$ cat config.mk
export PLATFORM = sky130hd
export DESIGN_NAME = vram_bus_master
export DESIGN_NICKNAME = d
export VERILOG_FILES = /design/src/rtl/planes_bus_pkg.sv /design/src/rtl/bus_wdog.sv /design/src/rtl/vram_bus_master.sv
export SDC_FILE = /design/constraint.sdc
export NUM_CORES = 1
export LEC_CHECK = 0
export ABC_CLOCK_PERIOD_IN_PS = 2370
export BUFFER_PORTS_ARGS = -buffer_cell sky130_fd_sc_hd__buf_2
export CAP_MARGIN = 20
export CORE_MARGIN = 2
export CORE_UTILIZATION = 49
export DETAILED_ROUTE_END_ITERATION = 12
export PLACE_DENSITY = 0.8
export SLEW_MARGIN = 20
export SYNTH_ARGS = -nofsm -noshare
export SYNTH_HDL_FRONTEND = slang
export SYNTH_HIERARCHICAL = 1
export SYNTH_SLANG_ARGS = --single-unit
export TNS_END_PERCENT = 50
$ cat constraint.sdc
create_clock -name clk_24M -period 2.37 [get_ports clk_24M]
set_clock_uncertainty 0.1 [all_clocks]
set_input_delay 0.474 -clock clk_24M [delete_from_list [all_inputs] [get_ports clk_24M]]
set_output_delay 0.474 -clock clk_24M [all_outputs]
set_load 0.005 [all_outputs]
$ cat src/rtl/planes_bus_pkg.sv
// Shared types and constants for the VRAM bus master.
// Holds the FSM state enum, default timing and abort data.
package planes_bus_pkg;

  typedef enum logic [2:0] {
    IDLE,
    ADDR,
    STROBE,
    LATCH,
    RECOVER
  } bus_state_t;

  localparam int TIMEOUT_DEF = 255;
  localparam int RECOV_DEF   = 2;

  localparam logic [7:0] ABORT_DATA = 8'hFF;

endpackage

$ cat src/rtl/bus_wdog.sv
// Acknowledge watchdog: 8-bit counter, cleared outside STROBE.
// Ports: clk, rst_n, clear, run -> expired when count hits LIMIT.
module bus_wdog #(
  parameter int LIMIT = 255
) (
  input  logic clk,
  input  logic rst_n,
  input  logic clear,
  input  logic run,
  output logic expired
);

  localparam logic [7:0] LIM = 8'(LIMIT);

  logic [7:0] cnt;

  always_ff @(posedge clk or negedge rst_n) begin
    if (!rst_n) begin
      cnt <= '0;
    end else if (clear) begin
      cnt <= '0;
    end else if (run && !expired) begin
      cnt <= cnt + 8'd1;
    end
  end

  assign expired = (cnt == LIM);

endmodule

$ cat src/rtl/vram_bus_master.sv
// Request/response to 68000-style VRAM bus cycle initiator.
// Ports: req_*/rsp_* handshake, AB/nUDS/NREAD/PDS/VRAMCS/DB_* bus.
module vram_bus_master
  import planes_bus_pkg::*;
#(
  parameter int TIMEOUT = TIMEOUT_DEF,
  parameter int RECOV   = RECOV_DEF
) (
  input  logic        clk_24M,
  input  logic        nRES,
  input  logic        req_valid,
  output logic        req_ready,
  input  logic        req_we,
  input  logic [15:0] req_addr,
  input  logic        req_upper,
  input  logic [7:0]  req_wdata,
  output logic        rsp_valid,
  output logic [7:0]  rsp_rdata,
  output logic        rsp_timeout,
  output logic [14:0] AB,
  output logic        m68k_addr_16,
  output logic        nUDS,
  output logic        NREAD,
  output logic        PDS,
  output logic        VRAMCS,
  input  logic        VDTAC,
  input  logic [7:0]  DB_IN,
  output logic [7:0]  DB_OUT,
  output logic        DB_OE
);

  localparam logic [2:0] RLAST = 3'(RECOV - 1);

  bus_state_t state, next;

  logic [15:0] addr_q;
  logic        upper_q;
  logic        we_q;
  logic [7:0]  wdata_q;
  logic [7:0]  rdata_q;
  logic        rsp_valid_q;
  logic        rsp_tmo_q;
  logic [2:0]  rcnt;
  logic        expired;
  logic        accept;
  logic        rec_done;
  logic        to_recover;
  logic        aborting;

  bus_wdog #(
    .LIMIT(TIMEOUT)
  ) u_wdog (
    .clk    (clk_24M),
    .rst_n  (nRES),
    .clear  (state != STROBE),
    .run    (state == STROBE),
    .expired(expired)
  );

  assign accept     = req_valid & req_ready;
  assign rec_done   = (rcnt >= RLAST);
  assign to_recover = (state != RECOVER) && (next == RECOVER);
  assign aborting   = (state == STROBE) && (next == RECOVER);

  always_ff @(posedge clk_24M or negedge nRES) begin
    if (!nRES) begin
      state <= IDLE;
    end else begin
      state <= next;
    end
  end

  // Ack wins over a simultaneous watchdog expiry.
  always_comb begin
    next = state;
    unique case (state)
      IDLE:    if (req_valid) next = ADDR;
      ADDR:    next = STROBE;
      STROBE: begin
        if (!VDTAC) next = LATCH;
        else if (expired) next = RECOVER;
      end
      LATCH:   next = RECOVER;
      RECOVER: if (rec_done && VDTAC) next = IDLE;
      default: next = IDLE;
    endcase
  end

  always_comb begin
    req_ready = 1'b0;
    PDS       = 1'b0;
    VRAMCS    = 1'b1;
    DB_OE     = 1'b0;
    nUDS      = 1'b1;
    unique case (state)
      IDLE: req_ready = 1'b1;
      ADDR: begin
        DB_OE = we_q;
        nUDS  = ~upper_q;
      end
      STROBE, LATCH: begin
        PDS    = 1'b1;
        VRAMCS = 1'b0;
        DB_OE  = we_q;
        nUDS   = ~upper_q;
      end
      RECOVER: nUDS = ~upper_q;
      default: ;
    endcase
  end

  always_ff @(posedge clk_24M or negedge nRES) begin
    if (!nRES) begin
      addr_q      <= '0;
      upper_q     <= 1'b0;
      we_q        <= 1'b0;
      wdata_q     <= '0;
      rdata_q     <= '0;
      rsp_valid_q <= 1'b0;
      rsp_tmo_q   <= 1'b0;
      rcnt        <= '0;
    end else begin
      if (accept) begin
        addr_q  <= req_addr;
        upper_q <= req_upper;
        we_q    <= req_we;
        if (req_we) wdata_q <= req_wdata;
      end
      if (state == LATCH && !we_q) begin
        rdata_q <= DB_IN;
      end else if (aborting && !we_q) begin
        rdata_q <= ABORT_DATA;
      end
      rsp_valid_q <= to_recover;
      rsp_tmo_q   <= aborting;
      if (state != RECOVER) begin
        rcnt <= '0;
      end else if (rcnt != 3'd7) begin
        rcnt <= rcnt + 3'd1;
      end
    end
  end

  assign AB           = addr_q[14:0];
  assign m68k_addr_16 = addr_q[15];
  assign NREAD        = ~we_q;
  assign DB_OUT       = wdata_q;
  assign rsp_rdata    = rdata_q;
  assign rsp_valid    = rsp_valid_q;
  assign rsp_timeout  = rsp_tmo_q;

endmodule

Word-level counts from Yosys, hierarchy flattened
Cells that the tools add are included.
{"block": "classes", "n_addsub": 2, "mul": 0, "div_mod_pow": 0, "order_cmp": 1, "eq_ne": 9, "shifts": 0, "muxes": 16, "n_bitwise": 3, "n_reduce_logical": 16}
{"cell": "$mux W8", "count": 4}
{"cell": "$mux W3", "count": 6}
{"cell": "$pmux W3 S5", "count": 1}
{"cell": "$add A8 B1 Y8 const B", "count": 1}
{"cell": "$eq A8 B8 Y1 const B", "count": 1}
{"cell": "$eq A3 B2 Y1 const B", "count": 2}
{"cell": "$eq A3 B3 Y1 const B", "count": 2}
{"cell": "$logic_and A1 B1 Y1", "count": 6}
{"cell": "$ne A3 B3 Y1 const B", "count": 2}
{"cell": "$reduce_bool A2 Y1", "count": 3}
{"cell": "$mux W1", "count": 5}
{"cell": "$reduce_or A4 Y1", "count": 1}
{"cell": "$add A3 B1 Y3 const B", "count": 1}
{"cell": "$eq A3 B1 Y1 const B", "count": 1}
{"cell": "$ge A3 B1 Y1 const B", "count": 1}
{"cell": "$logic_not A3 Y1", "count": 1}
{"cell": "$ne A3 B2 Y1 const B", "count": 1}
{"cell": "$reduce_or A3 Y1", "count": 1}
{"cell": "$logic_not A1 Y1", "count": 2}
{"cell": "$not A1 Y1", "count": 2}
{"cell": "$reduce_and A2 Y1", "count": 1}
{"cell": "$reduce_or A2 Y1", "count": 1}
{"cell": "$and A1 B1 Y1", "count": 1}
{"block": "word_totals", "ff_bits": 50, "latch_bits": 0, "ramBits": 0, "mem_bits_ro": 0, "memories": 0}

Longest topological paths before layout
{"block": "logic_depth", "ltp_word": 9, "mapped_depth": 6, "mapped_depth_nobuf": 6}

Hierarchy
The synthesis kept the hierarchy.
{"module": "vram_bus_master", "instances": 1, "cells_each": 115, "area_each_um2": 1716.6, "seq_area_each_um2": 1051.0}
{"module": "bus_wdog", "instances": 1, "cells_each": 47, "area_each_um2": 469.2, "seq_area_each_um2": 200.2}

Worst setup path before layout
Ideal clock, no wire load.
{"block": "synth_timing", "path_type": "register to register", "from": "register state[2]", "to": "register u_wdog.cnt[7]", "arrival_time_ps": 1564, "required_ps": 2145, "slack_ps": 581, "stages_incl_launch_ff": 7, "period_less_slack_ps": 1789, "cell_sequence": "dfrtp_1 > and2b_1 > nand2b_1 > inv_1 > nand4_1 > nor3_1 > mux2_2"}
{"block": "synth_via", "elab_chain_len": 3, "word_cells_on_any_way": 5}
{"element": "start, declared", "line_no": "vram_bus_master.sv:34", "text": "bus_state_t state, next;"}
{"element": "start signal, assigned", "line_no": "vram_bus_master.sv:69", "text": "state <= next;"}
{"element": "$eq A3 B2 Y1", "line_no": "vram_bus_master.sv:56", "text": ".run (state == STROBE),"}
{"element": "$logic_and A1 B1 Y1", "line_no": "bus_wdog.sv:22", "text": "end else if (run && !expired) begin"}
{"element": "$reduce_bool A2 Y1 (no source line)"}
{"element": "end signal, assigned", "line_no": "bus_wdog.sv:23", "text": "cnt <= cnt + 8'd1;"}
{"element": "end, declared", "line_no": "bus_wdog.sv:15", "text": "logic [7:0] cnt;"}
Several ways; a longest one is shown, not always the timed one.
A chain may end at the register's enable or synchronous reset.

Worst setup path after layout
{"block": "layout_timing", "from": "register state[0]", "to": "output port nUDS"}
{"block": "layout_via", "elab_chain_len": 3, "word_cells_on_any_way": 6}
{"element": "$eq A3 B2 Y1, or another cell as far along", "line_no": "vram_bus_master.sv:95", "text": "unique case (state)"}
{"element": "$reduce_or A4 Y1 (no source line) (*)"}
{"element": "$mux W1 (*)"}
{"element": "end, declared", "line_no": "vram_bus_master.sv:22", "text": "output logic nUDS,"}
Every way passes the cells marked *; elsewhere a longest branch is shown, timed or not.

==> results.ini <==
[worst_setup_path]
slowest_stage = dfrtp_1
end_kind = primary output
worstPathBufferInverterCount = 1
category_of_the_most_critical_setup_path = flip-flop to primary output
cp.arrival_ps = 1340
critPathRequiredTime_ps = 1800
timing.critical_path.max_delay_family = flip-flops
slowest_delay_ps = 490
critical_path.max_fanout = 9
crit_path_start_kind = flip-flop
critical_path.cell_chain = nor3_1 > nand3b_1 > buf_2

[cells_and_area]
layout.cells.non_filler = 299
nets = 288
fin_area_mm2 = 0.00275
antennaDiodeCount = 0
number_of_fill_cells = 351
area_growth_pct = 25.6
final_layout_size_suffix_gt1_frac = 0.498

[yosys]
synth_area_leader_cell = dfrtp_1
yosys.cell_count.top_type = dfrtp_1
synthesis.nets = 204
synth-async-reset-ratio = 1.00
post_synth_inst_count = 162
postSynthRegisterBits = 50
yosys.area.top_type_share = 0.572
synthTopCellsByArea = dfrtp_1, mux2_2, mux2_4, o22a_1, ha_1
ys_warn_count = 6
ys.flop_type = dfrtp_1
post_synth_most_frequent_cells = dfrtp_1, mux2_2, mux2_4
syn_area_mm2 = 0.00219
syn_avg_cell_area_um2 = 13.5
yosysSeqAreaShare = 0.572
synth_enable_flop_cells = 0
distinct_cell_type_count_of_the_synthesized_netlist = 37

[die]
io_pins = 78
core_box_area_mm2 = 0.00432
placementRows = 24
start_util = 0.505
floorplan.die.width_um = 70.8
fp.dieH_um = 70.8
floorplan.die_area_mm2 = 0.00501

[cts]
clk_transition_reported_paths_ps = 80
cts_htree_levels = 2
cts_resized = 0
cts_tree = built
postCtsSetupRepairBufs = 0
cts_max_path_buffers = 2
clk_root_buffer_cell = clkbuf_8
sinks_on_clock_net = 50
number_of_hold_repair_buffers_added_at_the_cts_stage = 0
worstSkewPairLatency_ps = 290
inserted_clock_buffers = 5

[grt]
global_route.overflow_total = 0
grt.total_usage = 0.178
via_count_of_the_first_global_routing_pass = 1591
grt_max_degree = 51
grt_antenna_before_repair = 0
first_pass_grt_wire_length_um = 7160

[detailed_routing]
initialDrtViolationCount = 65
routed_wirelength_um = 4230
routed_via_density = 5.18
drt_first_pass_iters = 4
ant_nets = 0
routedWlPerCell_um = 14.1
num_vias = 1548
drc = 0

[timing]
post-route-min-period_ps = 1920
hold_fails_final_rpt = 0
setup_total_negative_slack_ps = 0
slew_headroom = 0.587
final-max-slew-violation-count = 0
max_freq_ghz = 0.521
final.period_utilization = 0.810
grt_setup_unrepaired = false
tightest_slew_ps = 619
report.final.setup_viol = 0

[power_and_ir_drop]
power_density_relative_to_cell_area_mw_per_mm2 = 1140
combinational_power_share = 0.370
largest_vdd_supply_drop_mv = 0.820
netSwitchingFraction = 0.304
net_switching_power_figure_w = 0.000953
total_leakage_power_nw = 1.34
cellInternalPower_w = 0.00218
seq_power_share = 0.446
pwr-share-clk = 0.184

[status]
status = finished clean

[placement]
port-buffer-count = 77
placed_cells_incl_taps = 291
place.gp.congestion = 0.835
hpwl_um = 3180
placement.cell_area_mm2 = 0.00264

[run]
max_cap_viol_count = 0

[worst_hold_path]
worstHoldPathType = input pin to async pin

-- stage by stage --
step                hold WS, ps  power, W  worst slack (ps)   util
global route                228   0.00334               355  0.635
floorplan                  78.4   0.00209               581      -
global placement            365   0.00254               545  0.609
detailed placement          372   0.00259               502  0.609
finish                      171   0.00313               451  0.635
CTS                         187   0.00317               441  0.635
-- state kept, by name, summed over array words and instances, names as in the netlist --
name	cells
rcnt	3
state	3
we_q	1
upper_q	1
addr_q	16
rsp_rdata	8
u_wdog/cnt	8
rsp_timeout	1
DB_OUT	8
rsp_valid	1
-- cell usage in the layout (no fill, tap or decap), drive strengths merged, types with 2 or more instances in the layout --
cell	netlist	layout
buf	3	81
dfrtp	50	50
mux2	27	27
nor2	8	8
o22a	8	8
a21oi	6	6
nand2	6	6
clkbuf	1	6
inv	5	5
nor3	5	5
nand2b	4	4
nand3	4	4
ha	4	4
a211oi	4	4
o21bai	3	3
nand3b	2	2
o21ai	2	2
mux2i	2	2
nor2b	2	2
nand4	2	2
a31oi	2	2
nor4b	2	2
and4	2	2
-- power by group through the flow --
stage	Clock (W)	Combinational (W)	Sequential (W)
finish	0.000577	0.00116	0.00140
global route	0.000626	0.00127	0.00144
CTS	0.000599	0.00118	0.00140
detailed placement	0	0.00118	0.00141
global placement	0	0.00115	0.00139
floorplan	0	0.000678	0.00141
-- per-layer routing --
metal	vias up	global-route usage	part of all wire	wire length, um
li1	754	-	-	-
met4	0	0.0629	0.017	72
met3	7	0.0484	0.062	262
met1	733	0.224	0.44	1860
met5	-	0	0	0
met2	54	0.298	0.48	2030
-- kinds of logic (layout without fill, tap and decap cells) --
group / Yosys count / in the layout / share of synthesized area
xor+xnor: 1 / 1 / 0.00401
mux: 29 / 29 / 0.164
flops: 50 / 50 / 0.572
simple gates: 41 / 41 / 0.121
fa+ha+maj: 4 / 4 / 0.0229
compound gates: 28 / 28 / 0.0933
buf+inv: 9 / 94 / 0.0229
-- area by class of cell --
type | instances | area, um^2 | area share
Timing Repair Buffer | 81 | 415 | 0.151
Inverter | 5 | 18.8 | 0.00684
Tap cell | 52 | 65.1 | 0.0237
Sequential cell | 50 | 1250 | 0.456
Multi-Input combinational cell | 103 | 885 | 0.322
Clock inverter | 2 | 37.5 | 0.0137
Clock buffer | 6 | 72.6 | 0.0264
-- path summary, 6_finish.rpt --
| path | end | slack, ps | depth (start not counted) | from |
|---|---|---|---|---|
| hold reg to reg | rsp_rdata[7] | 390 | 1 | rsp_rdata[7] |
| hold / removal | u_wdog/cnt[5] | 170 | 2 | nRES |
| max in group asynchronous | upper_q | 1580 | 2 | nRES |
| setup reg to reg | state[2] | 460 | 6 | u_wdog/cnt[0] |
| setup / recovery | nUDS | 450 | 3 | state[0] |
| min in group clk_24M | DB_OUT[2] | 300 | 2 | req_wdata[2] |
(Power assumes the default switching activity.)
